<file path="src/rtl/basicgates_bist.sv">
// Built-in self-test around the basicgates two-input gate block: walks {a,b}
// through 00..11, checks all six gate outputs and reports pass/fail details.
//
// state | meaning
// IDLE  | waiting for start; results from the last run held
// DRIVE | current vector on a/b, waiting HOLD_CYCLES edges for outputs to settle
// CHECK | compare gate outputs against expected, then advance vector or finish
// DONE  | one-cycle done pulse, pass resolved
module basicgates_bist #(
    parameter int HOLD_CYCLES = 2
) (
    input  logic       clk,
    input  logic       rst,
    input  logic       start,
    output logic       a,
    output logic       b,
    input  logic       andc,
    input  logic       orc,
    input  logic       nandc,
    input  logic       norc,
    input  logic       xorc,
    input  logic       xnorc,
    output logic       busy,
    output logic       done,
    output logic       pass,
    output logic [1:0] fail_vec,
    output logic [5:0] fail_mask,
    output logic [2:0] err_count
);

    typedef enum logic [1:0] {IDLE, DRIVE, CHECK, DONE} state_t;

    localparam logic [3:0] HOLD_LAST = 4'(HOLD_CYCLES - 1);

    state_t     state, state_nxt;
    logic [1:0] vec, vec_nxt, vec_inc;
    logic [3:0] hold, hold_nxt;
    logic       a_nxt, b_nxt, busy_nxt, done_nxt, pass_nxt;
    logic [1:0] fail_vec_nxt;
    logic [5:0] fail_mask_nxt, expected, actual, mism;
    logic [2:0] err_count_nxt;

    always_ff @(posedge clk) begin
        if (rst) begin
            state     <= IDLE;
            vec       <= 2'd0;
            hold      <= 4'd0;
            a         <= 1'b0;
            b         <= 1'b0;
            busy      <= 1'b0;
            done      <= 1'b0;
            pass      <= 1'b0;
            fail_vec  <= 2'd0;
            fail_mask <= 6'd0;
            err_count <= 3'd0;
        end else begin
            state     <= state_nxt;
            vec       <= vec_nxt;
            hold      <= hold_nxt;
            a         <= a_nxt;
            b         <= b_nxt;
            busy      <= busy_nxt;
            done      <= done_nxt;
            pass      <= pass_nxt;
            fail_vec  <= fail_vec_nxt;
            fail_mask <= fail_mask_nxt;
            err_count <= err_count_nxt;
        end
    end

    // Expected values come from the registered a/b actually being driven.
    assign expected = {a & b, a | b, ~(a & b), ~(a | b), a ^ b, ~(a ^ b)};
    assign actual   = {andc, orc, nandc, norc, xorc, xnorc};
    assign mism     = actual ^ expected;
    assign vec_inc  = vec + 2'd1;

    always_comb begin
        state_nxt     = state;
        vec_nxt       = vec;
        hold_nxt      = hold;
        a_nxt         = a;
        b_nxt         = b;
        busy_nxt      = busy;
        done_nxt      = 1'b0;
        pass_nxt      = pass;
        fail_vec_nxt  = fail_vec;
        fail_mask_nxt = fail_mask;
        err_count_nxt = err_count;
        case (state)
            IDLE: begin
                if (start) begin
                    state_nxt     = DRIVE;
                    vec_nxt       = 2'd0;
                    hold_nxt      = 4'd0;
                    a_nxt         = 1'b0;
                    b_nxt         = 1'b0;
                    busy_nxt      = 1'b1;
                    pass_nxt      = 1'b0;
                    fail_vec_nxt  = 2'd0;
                    fail_mask_nxt = 6'd0;
                    err_count_nxt = 3'd0;
                end
            end
            DRIVE: begin
                hold_nxt = hold + 4'd1;
                if (hold == HOLD_LAST) begin
                    state_nxt = CHECK;
                end
            end
            CHECK: begin
                if (mism != 6'd0) begin
                    err_count_nxt = err_count + 3'd1;
                    if (err_count == 3'd0) begin
                        fail_vec_nxt  = vec;
                        fail_mask_nxt = mism;
                    end
                end
                if (vec != 2'd3) begin
                    state_nxt = DRIVE;
                    vec_nxt   = vec_inc;
                    a_nxt     = vec_inc[1];
                    b_nxt     = vec_inc[0];
                    hold_nxt  = 4'd0;
                end else begin
                    state_nxt = DONE;
                    busy_nxt  = 1'b0;
                    done_nxt  = 1'b1;
                    pass_nxt  = (err_count_nxt == 3'd0);
                end
            end
            DONE: begin
                state_nxt = IDLE;
            end
            default: begin
                state_nxt = IDLE;
            end
        endcase
    end

endmodule

</file>
<file path="config.mk">
export PLATFORM = sky130hd
export DESIGN_NAME = basicgates_bist
export DESIGN_NICKNAME = d
export VERILOG_FILES = /design/src/rtl/basicgates_bist.sv
export SDC_FILE = /design/constraint.sdc
export NUM_CORES = 1
export LEC_CHECK = 0
export BUFFER_PORTS_ARGS = -buffer_cell sky130_fd_sc_hd__buf_2
export CORE_ASPECT_RATIO = 1.5
export CORE_MARGIN = 5
export CORE_UTILIZATION = 53
export DETAILED_ROUTE_END_ITERATION = 6
export HOLD_SLACK_MARGIN = 0.05
export PLACE_DENSITY = 0.79
export SYNTH_ARGS = -nofsm -noshare
export SYNTH_HDL_FRONTEND = slang
export SYNTH_SLANG_ARGS = --single-unit
</file>
<file path="constraint.sdc">
create_clock -name clk -period 2.2 [get_ports clk]
set_input_delay 0.22 -clock clk [delete_from_list [all_inputs] [get_ports clk]]
set_output_delay 0.22 -clock clk [all_outputs]
set_load 0.005 [all_outputs]
</file>
==> reports/results.tsv <==
metric	value	unit
whs_path_depth	4	
io_buffers	24	
avgSynthCellArea	8.542	um2
hold_slack	0.2503	ns
internal_power	0.5051	mW
design_area	1433	um2
rows	21	
max-slew-margin-rel	0.4910	
max-clock-path-buffers	2	
cts.sinks	22	
clk_pin_slew	0.11	ns
worstSkewPairLatency	0.29	ns
p_switching	0.1679	mW
status	finished clean	
hold_path_class	in2reg	
synth_edf_count	0	
worst_slew_pin_slew	0.7599	ns
core_area	2181	um2
pwr-share-seq	0.616	
syn_nets	154	
synthArstFlopShare	0	
overflow	0	
nNetsFinal	187	
drt_wl_total	2.794	mm
reg2reg_to	pass$_SDFFE_PP0P_	
cp.arrival	2.31	ns
ios	25	
postCtsHoldBufs	0	
min-delay-start	orc	
drcViolationCount	0	
drv_cap	0	
cp_max_fo	7	
grt_pass1_vias	1094	
via_count	1079	
yosysWarnings	0	
grt_first_pass_wirelength	4.643	mm
ant_nets	0	
powerDensity	469.8	nW/um2
finalPower	0.6730	mW
synth-main-ff-cell	dfxtp_1	
numCtsBuffers	3	
cts_root_buf	clkbuf_4	
ys_ff_latch	22	
grt_max_degree	16	
crit_type	reg2reg	
synth_top_cell_by_area	dfxtp_1	
synth_top_area_share	0.3709	
swShare	0.2495	
finalCritPeriodShare	0.9652	
p_comb_frac	0.124	
gp_congestion	0.7739	
grtUsageTotal	0.1761	
diodes	0	
wl_per_cell	14.48	um
place_area	1361	um2
htreeDepth	1	
dieArea	3306	um2
dr.first_iter.drc_count	29	
power.share.clock	0.261	
ir_worst_vdd	0.4366	mV
r2r_slack	0.08	ns
post-dp-hpwl	2.095	mm
synthTopCellsByArea	dfxtp_1 37%, mux2i_1 8.4%, nand2_1 7.6%	
drv_slew	0	
antenna_found_initial	0	
r2r_cells	7	
reg2reg_from	a$_SDFFE_PP0P_	
min_delay_worst_endpoint	fail_mask[4]$_SDFFE_PP0P_	
syn_area	1187	um2
fin_skew	0.001465	ns
initial_utilization	0.5445	
viasPerCell	5.591	
synthToLayoutAreaGrowth	20.65	%
cts_tree	done	
crit_path_start_kind	flop	
cellLeakagePower	0.5741	nW
syn_inst	139	
hold_viol_final	0	
die_w	48.65	um
critPathCaptureType	flop	
post-route-util	0.6569	
finalSetupViolCount	0	
final-instance-count-excl-fill	193	
firstDrtPassIters	4	
fillers	195	
synth-seq-area-share	0.3709	
required	2.38	ns
fin_crit	2.123	ns
drive_above_1_share	0.2412	
post-place-cells	187	
fp.dieH	67.97	um
fmax	470.9	MHz
ys_types	35	
==> how the worst max path moves through the flow <==
stage / slack, ns / to / start / depth (start not counted)
floorplan: 0.21 / fail_mask[0]$_SDFFE_PP0P_ / a$_SDFFE_PP0P_ / 8
global route: -0.00005 / pass$_SDFFE_PP0P_ / a$_SDFFE_PP0P_ / 7
detailed placement: -0.21 / fail_mask[2]$_SDFFE_PP0P_ / b$_SDFFE_PP0P_ / 6
CTS: 0.03 / fail_mask[2]$_SDFFE_PP0P_ / a$_SDFFE_PP0P_ / 7
finish: 0.08 / pass$_SDFFE_PP0P_ / a$_SDFFE_PP0P_ / 7
global placement: -0.002 / fail_mask[0]$_SDFFE_PP0P_ / b$_SDFFE_PP0P_ / 6
==> sequential cells by signal, summed over array words and instances, names as in the netlist <==
signal / count
a: 1
b: 1
busy: 1
done: 1
err_count: 3
fail_mask: 6
fail_vec: 2
hold: 4
pass: 1
state: 2
==> per-stage QoR <==
| stage | worst slack (ns) | setup TNS, ns |
|---|---|---|
| finish | 0.07662 | 0 |
| global route | -0.00005351 | -0.00005351 |
| CTS | 0.02788 | 0 |
| detailed placement | -0.2074 | -1.469 |
| global placement | -0.001956 | -0.002341 |
| floorplan | 0.2105 | 0 |
==> repair_timing <==
| item | in CTS | in global routing |
|---|---|---|
| buffers inserted | 1 | 2 |
| endpoints found under the hold margin | 0 | 0 |
| endpoints found under the setup margin | 9 | 10 |
| gates resized for setup | 1 | 3 |
| pin swaps | 2 | 2 |
==> cells by family after synthesis <==
| family | Yosys count | share of synthesized area |
|---|---|---|
| buffers and inverters | 14 | 0.05374 |
| adders and majority gates | 6 | 0.06322 |
| xor gates and xnor gates | 8 | 0.05901 |
| and+or+nand+nor | 55 | 0.2360 |
| muxes | 10 | 0.08430 |
| AOI/OAI and AO/OA | 24 | 0.1328 |
| DFF | 22 | 0.3709 |
==> critical path: stages (launching register included) <==
cell and delay [ns]:
dfxtp_2 0.39, inv_1 0.05, ha_1 0.22, or3b_1 0.40, a222oi_1 0.42, buf_4 0.23
mux2i_1 0.20, a31oi_1 0.10
==> power by group through the flow <==
| stage | Sequential (mW) | Clock, mW | Combinational, mW |
|---|---|---|---|
| floorplan | 0.422 | 0 | 0.0520 |
| global placement | 0.423 | 0 | 0.0761 |
| detailed placement | 0.424 | 0 | 0.0796 |
| CTS | 0.415 | 0.181 | 0.0812 |
| global route | 0.416 | 0.199 | 0.0940 |
| finish | 0.414 | 0.175 | 0.0833 |
==> layout by cell type (no fill, tap or decap), drive strengths merged, types with 4 or more instances in the layout <==
| master | instances |
|---|---|
| buf | 34 |
| nand2 | 24 |
| dfxtp | 22 |
| mux2i | 10 |
| inv | 8 |
| nor2 | 7 |
| a21oi | 6 |
| ha | 6 |
| nand3b | 5 |
| xor2 | 5 |
| a31oi | 4 |
| o21ai | 4 |
==> cell type report <==
class | count | area, um2 | area share
clock buffers | 3 | 22.52 | 0.01572
inverters | 8 | 30.03 | 0.02096
flip-flops and latches | 22 | 445.4 | 0.3109
multi-input cells | 103 | 698.2 | 0.4873
well taps | 23 | 28.78 | 0.02009
repair buffers | 34 | 207.7 | 0.1450
==> cell usage after synthesis (all sizes together), types with 3 or more instances <==
library cell  number
dfxtp             22
nand2             24
clkbuf             4
ha                 6
o21ai              4
or3b               3
a21oi              6
nor3               3
inv                8
nor2               7
xor2               5
xnor2              3
mux2i             10
nand3b             5
a31oi              4
==> per-layer routing <==
layer	share of wire	track usage	wire, um
met1	0.39	0.1700	1080
met2	0.57	0.3758	1601
met3	0.033	0.02397	93
met4	0.0068	0.05051	19
met5	0	0	0
Note: power is estimated with default switching activity, not from simulation.
